File: src/rtl/combo_lock_fsm.sv
// Parametrised combination-lock controller: compares a DIGITS-long strobed digit
// sequence against a programmable code, reports open/error, counts consecutive
// failures and holds a timed lockout after MAX_FAILS failed attempts.
module combo_lock_fsm #(
    parameter int unsigned DIGITS         = 6,
    parameter int unsigned DIGIT_W        = 4,
    parameter int unsigned MAX_FAILS      = 3,
    parameter int unsigned LOCKOUT_CYCLES = 16
) (
    input  logic                               clk,
    input  logic                               reset_n,
    input  logic [DIGIT_W-1:0]                 digit_in,
    input  logic                               digit_valid,
    input  logic [DIGITS*DIGIT_W-1:0]          code,
    input  logic                               relock,
    output logic                               open,
    output logic                               error,
    output logic                               lockout,
    output logic [$clog2(DIGITS+1)-1:0]        digit_count,
    output logic [$clog2(MAX_FAILS+1)-1:0]     fail_count,
    output logic [1:0]                         state
);

    localparam int unsigned CW = $clog2(DIGITS + 1);
    localparam int unsigned FW = $clog2(MAX_FAILS + 1);
    // +1 keeps the timer at least one bit wide when LOCKOUT_CYCLES == 1
    localparam int unsigned TW = $clog2(LOCKOUT_CYCLES + 1);

    typedef enum logic [1:0] {
        StEntry   = 2'd0,
        StOpen    = 2'd1,
        StError   = 2'd2,
        StLockout = 2'd3
    } state_e;

    state_e            state_q, state_d;
    logic [CW-1:0]     dc_q, dc_d;
    logic [FW-1:0]     fc_q, fc_d;
    logic [TW-1:0]     timer_q, timer_d;
    logic              mis_q, mis_d;
    logic              open_q, error_q, lockout_q;

    logic [DIGIT_W-1:0] code_digit;
    logic               digit_miss;
    logic               last_digit;
    logic [31:0]        fails_inc;

    // Select the code digit that the next strobe is compared against
    always_comb begin
        code_digit = '0;
        for (int unsigned i = 0; i < DIGITS; i++) begin
            if (dc_q == CW'(i)) begin
                code_digit = code[i*DIGIT_W +: DIGIT_W];
            end
        end
    end

    assign digit_miss = (digit_in != code_digit);
    assign last_digit = (dc_q == CW'(DIGITS - 1));
    assign fails_inc  = 32'(fc_q) + 32'd1;

    // Next-state logic for the lock FSM, attempt counters and lockout timer
    always_comb begin
        state_d = state_q;
        dc_d    = dc_q;
        fc_d    = fc_q;
        timer_d = timer_q;
        mis_d   = mis_q;
        case (state_q)
            StEntry: begin
                if (relock) begin
                    // Abort: the partial attempt is not counted as a failure
                    dc_d  = '0;
                    mis_d = 1'b0;
                end else if (digit_valid) begin
                    if (last_digit) begin
                        dc_d  = '0;
                        mis_d = 1'b0;
                        if (!(mis_q || digit_miss)) begin
                            state_d = StOpen;
                            fc_d    = '0;
                        end else if (fails_inc < 32'(MAX_FAILS)) begin
                            state_d = StError;
                            fc_d    = fc_q + FW'(1);
                        end else begin
                            state_d = StLockout;
                            fc_d    = FW'(MAX_FAILS);
                            timer_d = TW'(LOCKOUT_CYCLES - 1);
                        end
                    end else begin
                        dc_d  = dc_q + CW'(1);
                        mis_d = mis_q | digit_miss;
                    end
                end
            end
            StOpen, StError: begin
                if (relock) begin
                    state_d = StEntry;
                end
            end
            StLockout: begin
                if (timer_q == '0) begin
                    state_d = StEntry;
                    fc_d    = '0;
                end else begin
                    timer_d = timer_q - TW'(1);
                end
            end
            default: begin
                state_d = StEntry;
            end
        endcase
    end

    // State and flag registers; flags are registered from the next state so
    // every output comes straight from a flop
    always_ff @(posedge clk) begin
        if (!reset_n) begin
            state_q   <= StEntry;
            dc_q      <= '0;
            fc_q      <= '0;
            timer_q   <= '0;
            mis_q     <= 1'b0;
            open_q    <= 1'b0;
            error_q   <= 1'b0;
            lockout_q <= 1'b0;
        end else begin
            state_q   <= state_d;
            dc_q      <= dc_d;
            fc_q      <= fc_d;
            timer_q   <= timer_d;
            mis_q     <= mis_d;
            open_q    <= (state_d == StOpen);
            error_q   <= (state_d == StError);
            lockout_q <= (state_d == StLockout);
        end
    end

    assign open        = open_q;
    assign error       = error_q;
    assign lockout     = lockout_q;
    assign digit_count = dc_q;
    assign fail_count  = fc_q;
    assign state       = state_q;

endmodule

File: config.mk
export PLATFORM = sky130hd
export DESIGN_NAME = combo_lock_fsm
export DESIGN_NICKNAME = d
export VERILOG_FILES = /design/src/rtl/combo_lock_fsm.sv
export SDC_FILE = /design/constraint.sdc
export NUM_CORES = 1
export LEC_CHECK = 0
export ABC_AREA = 1
export CELL_PAD_IN_SITES_DETAIL_PLACEMENT = 1
export CELL_PAD_IN_SITES_GLOBAL_PLACEMENT = 1
export CORE_MARGIN = 8
export CORE_UTILIZATION = 34
export DETAILED_ROUTE_END_ITERATION = 7
export GPL_ROUTABILITY_DRIVEN = 0
export HOLD_SLACK_MARGIN = 0.06
export PLACE_DENSITY_LB_ADDON = 0.1
export SYNTH_ARGS = -nofsm -noshare
export SYNTH_HDL_FRONTEND = slang
export SYNTH_SLANG_ARGS = --single-unit
File: constraint.sdc
create_clock -name clk -period 3.3 [get_ports clk]
set_input_delay 0.66 -clock clk [delete_from_list [all_inputs] [get_ports clk]]
set_output_delay 0.66 -clock clk [all_outputs]
set_load 0.01 [all_outputs]
==> impl_metrics.tcl, run 1 <==
set metrics [dict create \
    syn_avg_cell_area_um2 6.453 \
    portBuffers 41 \
    dp.cells 299 \
    finClkSkew_ns 0.004002 \
    yosysSeqAreaShare_pct 23.64 \
    drt_pass1_iterations 4 \
    synth.distinct_cells 29 \
    async_flop_share_pct 0 \
    peakVddDrop_mv 0.2059 \
    ctsHoldBuffers 0 \
    grt_max_degree 11 \
    synth_ff_type "dfxtp_1" \
    antenna_found_initial 0 \
    via_per_inst 4.619 \
    cp_max_fo 9 \
    tns_ns 0 \
    initial_core_util_pct 34.62 \
    cts_root_buffer "clkbuf_8" \
    finalSetupViolCount 0 \
    drive_gt1_share_pct 14.68 \
    post-route-drc-count 0 \
    hold_class "register to register" \
    power.density_nw_per_um2 271.7 \
    synth_enable_flop_cells 0 \
    setup.worst_path.start_class "register" \
    wirelength_um 3854 \
    clock_path_buffers 2 \
    wl_per_cell_um 12.76 \
    clkLatencyLatePin_ns 0.25 \
    cts_sinks 16 \
    detailed_place_hpwl_um 3144 \
    grt_pass1_vias 1495 \
    placedInstanceArea_um2 1815 \
    hold_violations 0 \
    cap_violations 0 \
    layout_common_cells "nand2_1, clkdlybuf4s50_1, inv_1, nor2_1, a21oi_1" \
    io_pins 42 \
    cp.arrival_ns 2.40 \
    cts_tree "built" \
    fin_crit_sh_pct 67.19 \
    hold_depth 2 \
    cts_setup_buffers 0 \
    netlist_instances 210 \
    fmax_mhz 451.0 \
    synth_seq_cells 16 \
    drtAntennaViolNets 0 \
    rsz0062_at_grt "no" \
    fp-row-count 23 \
    tightest_slew_ns 0.4616 \
    overflow 0 \
    post-route-cell-area_um2 1857 \
    fin_cells 302 \
    cts_resized 0 \
    ys.warnings.count 0 \
    die_y_um 79.13 \
    syn_to_final_growth_pct 37.03 \
    p_total_uw 504.5 \
    synth_area_um2 1355 \
    critPathCaptureType "register" \
    rr_worst_depth 15 \
    via_count 1395 \
    slew_headroom_pct 69.19 \
    htreeDepth 1 \
    die-area_um2 6262 \
    grt_usage_pct 13.59 \
    drt-initial-drc-count 15 \
    syn_nets 246 \
    r2r_slack_ns 1.08 \
    status "finished clean" \
    final_common_cell "nand2_1" \
    path_class "register to register" \
    grt_pass1_wl_um 6893 \
    diodes 0 \
    core_region_area_um2 3914 \
    die_w_um 79.13 \
    cp.required_ns 3.48 \
    clk_pin_slew_ns 0.06 \
    power.leakage_uw 0.0008182 \
    numCtsBuffers 3 \
    period_minus_slack_ns 2.217 \
    final_nets 290 \
    slew_violations 0 \
]
==> cell type report <==
| type | count | area [µm²] |
|---|---|---|
| clock buffers | 3 | 41.29 |
| flip-flops and latches | 16 | 320.3 |
| repair buffers | 41 | 410.4 |
| multi-input cells | 155 | 883.3 |
| well taps | 50 | 62.56 |
| inverters | 37 | 138.9 |
| fillers | 531 | 2057 |
==> cells by family after synthesis <==
group,after synthesis,share of synthesized area (%)
AOI/OAI and AO/OA,29,12.84
xor gates and xnor gates,1,0.6465
adders and majority gates,4,3.694
buffers and inverters,39,11.17
DFF,16,23.64
and+or+nand+nor,121,48.02
==> worst max-delay path, cell delays in order (launching register included) <==
cell and delay [ns]:
dfxtp_1 0.60, nand2_1 0.09, inv_1 0.07, ha_1 0.29, nor2_1 0.08, nand2_1 0.08, nand2_1 0.05, nand2_1 0.08
nand2_1 0.05, nand2_1 0.07, nand2_2 0.06, nor2_4 0.14, nand4_4 0.18, nand2_4 0.12, nand2_1 0.05, a21oi_1 0.11
==> registers in the layout, summed over array words and instances, names as in the netlist <==
signal       flops
error            1
state            2
fail_count       2
open             1
lockout          1
mis_q            1
timer_q          5
digit_count      3
==> through the flow <==
stage | setup slack (ns) | util [%] | hold WS [ns]
after floorplan | 1.376 | - | 0.4392
after global placement | 0.9428 | 46.39 | 0.4535
after detailed placement | 0.8993 | 46.39 | 0.4612
after CTS | 1.020 | 47.44 | 0.4715
after global routing | 0.7996 | 47.44 | 0.4983
final | 1.083 | 47.44 | 0.4698
==> path summary, 6_finish.rpt <==
kind / startpoint / to
max: digit_count[0] / timer_q[2]
min reg2reg: mis_q / mis_q
min: mis_q / mis_q
max reg2reg: digit_count[0] / timer_q[2]
==> cells in the mapped netlist, types with 2 or more instances <==
master	number	share of area, %
o21ai_0	4	1.5
or2_0	2	0.92
nor2_4	2	1.7
or2_2	2	0.92
nor2_1	24	6.6
nand3_1	16	5.9
inv_1	30	8.3
dfxtp_1	16	24
nor3_1	2	0.74
nand2_2	7	3.2
ha_1	4	3.7
nor2_2	3	1.4
nand2_1	50	14
a21oi_1	22	8.1
nand2_4	4	3.3
nor3_4	2	2.4
inv_2	6	1.7
nand3_2	3	2.2
==> routing by layer <==
layer | vias up | part of all wire (%) | global-route usage, %
li1 | 744 | - | -
met1 | 620 | 45 | 16.31
met2 | 26 | 48 | 22.35
met3 | 5 | 5.5 | 3.273
met4 | 0 | 1.8 | 6.111
met5 | - | 0 | 0
==> power by group <==
part,internal (µW),switching (µW),total [µW]
logic,72.7,79.5,152
registers,198,6.56,204
clock network,81.1,67.2,148
No activity file was read; power rests on OpenSTA's default activity.
==> inputs of run 2 (changes only) <==
- CORE_UTILIZATION: 34 -> 29
- clock period: 3.3 -> 2.01 ns (I/O delays scaled with it)
==> run 2 against run 1 <==
  * First-iteration DRC count grew 20%
  * Count of clock-buffer cells in the layout is the same
  * Sequential share of layout area shrank 1.9 points
  * Critical path type unchanged
==> impl_metrics.tcl, run 2 (same netlist as run 1, synthesis figures left out) <==
set metrics [dict create \
    status "finished clean" \
    via_per_inst 4.542 \
    die-area_um2 7116 \
    period_minus_slack_ns 1.949 \
    final_nets 309 \
    clkLatencyLatePin_ns 0.25 \
    drive_gt1_share_pct 24.72 \
    endpoint "timer_q[0]" \
    power.leakage_uw 0.0009302 \
    p_comb_share_pct 33.8 \
    drt_pass1_iterations 4 \
    grt_pass1_wl_um 7010 \
    rr_worst_depth 16 \
    die_w_um 84.36 \
    tightest_slew_ns 0.3375 \
    setup.worst_path.start_class "register" \
    cap_violations 0 \
    p_total_uw 862.1 \
    io_pins 42 \
    critPathCaptureType "register" \
    numCtsBuffers 3 \
    hold_slack_ns 0.4668 \
    hold_violations 0 \
    p_sw_share_pct 30.28 \
    fin_util_pct 45.80 \
    slew_violations 0 \
    hold_class "register to register" \
    seqPwrFrac_pct 38.2 \
    r2r_slack_ns 0.06 \
    peakVddDrop_mv 0.2905 \
    syn_to_final_growth_pct 55.40 \
    fp-row-count 25 \
    layout_common_cells "nand2_1, clkdlybuf4s50_1, inv_1, nor2_1, a21oi_1" \
    grt_usage_pct 11.46 \
    finalSetupViolCount 0 \
    clk_pin_slew_ns 0.06 \
    cts_tree "built" \
    internal_power_uw 601.1 \
    final_common_cell "nand2_1" \
    via_count 1476 \
    initial_core_util_pct 29.47 \
    tns_ns 0 \
    worst_r2r_endpoint "timer_q[0]" \
    grt_pass1_vias 1568 \
    rsz0062_at_grt "yes" \
    wl_per_cell_um 12.80 \
    r2r_start "digit_count[0]" \
    clock_path_buffers 2 \
    path_class "register to register" \
    largest_register_ffs 5 \
    cp.required_ns 2.14 \
    clockPowerShare_pct 28.0 \
    drtAntennaViolNets 0 \
    post-route-drc-count 0 \
    worstSetupStartpoint "digit_count[0]" \
    cp_max_fo 6 \
    dp.cells 315 \
    n_fill_cell 614 \
    regMostFlops "timer_q" \
    diodes 0 \
    overflow 0 \
    grt_max_degree 10 \
    cp.arrival_ns 2.08 \
    htreeDepth 1 \
    core_region_area_um2 4598 \
    cts_sinks 16 \
    p_sw_uw 261.0 \
    fin_cells 325 \
    cts_root_buffer "clkbuf_8" \
    slew_headroom_pct 77.36 \
    drt-initial-drc-count 18 \
    fin_crit_sh_pct 96.98 \
    die_y_um 84.36 \
    wirelength_um 4160 \
    detailed_place_hpwl_um 3314 \
    fmax_mhz 513.0 \
    antenna_found_initial 0 \
    power.density_nw_per_um2 409.4 \
    finClkSkew_ns 0.006371 \
    portBuffers 41 \
]
run 2: power by group through the flow:
stage	registers (µW)	logic (µW)	clock network [µW]
2_1_floorplan	339	153	0
3_3_place_gp	336	272	0
3_5_place_dp	336	275	0
4_1_cts	329	277	255
5_1_grt	330	324	266
6_report	329	292	241
run 2: layout make-up:
cell class / instances / area [µm²] / area share, %
flip-flops and latches: 16 / 322.8 / 15.33
clock buffers: 3 / 41.29 / 1.961
inverters: 37 / 146.4 / 6.952
well taps: 54 / 67.56 / 3.209
repair buffers: 60 / 588.1 / 27.93
multi-input cells: 155 / 939.7 / 44.62
run 2: timing repair:
action | in CTS | in global routing
hold buffers | 0 | 0
buffers inserted | 0 | 7
gates resized for setup | 0 | 24
setup endpoints to repair | 0 | 12
run 2: worst min-delay path by stage:
stage | endpoint | depth (start not counted) | slack [ns] | from
after global placement | timer_q[4] | 2 | 0.45 | timer_q[4]
after detailed placement | timer_q[4] | 2 | 0.46 | timer_q[4]
after global routing | timer_q[4] | 2 | 0.51 | timer_q[4]
final | timer_q[4] | 2 | 0.47 | timer_q[4]
after CTS | timer_q[4] | 2 | 0.47 | timer_q[4]
after floorplan | timer_q[4] | 2 | 0.44 | timer_q[4]
run 2: layer usage:
metal / up-vias / track usage (%) / wire length [µm]
met5: - / 0 / 0
met4: 0 / 3.704 / 31
li1: 783 / - / -
met2: 27 / 20.06 / 2046
met3: 2 / 2.323 / 192
met1: 664 / 13.52 / 1889
run 2: through the flow:
stage / area, µm² / setup slack, ns
floorplan: 1355 / 0.08583
global placement: 1923 / -0.09289
detailed placement: 1923 / -0.1201
CTS: 1964 / 0.01452
global route: 2106 / -0.09158
finish: 2106 / 0.06075
run 2: worst max-delay path, stage by stage (launching register included):
cell,delay (ns)
dfxtp_1,0.36
buf_4,0.16
inv_4,0.05
nand3_4,0.08
buf_4,0.12
nand3_1,0.07
nand2_1,0.08
nand2_1,0.05
nand2_1,0.07
nand2_1,0.06
nand2_2,0.08
nand2_4,0.06
nor2_8,0.14
nand4_4,0.16
buf_6,0.16
nand3_1,0.08
a21oi_2,0.06
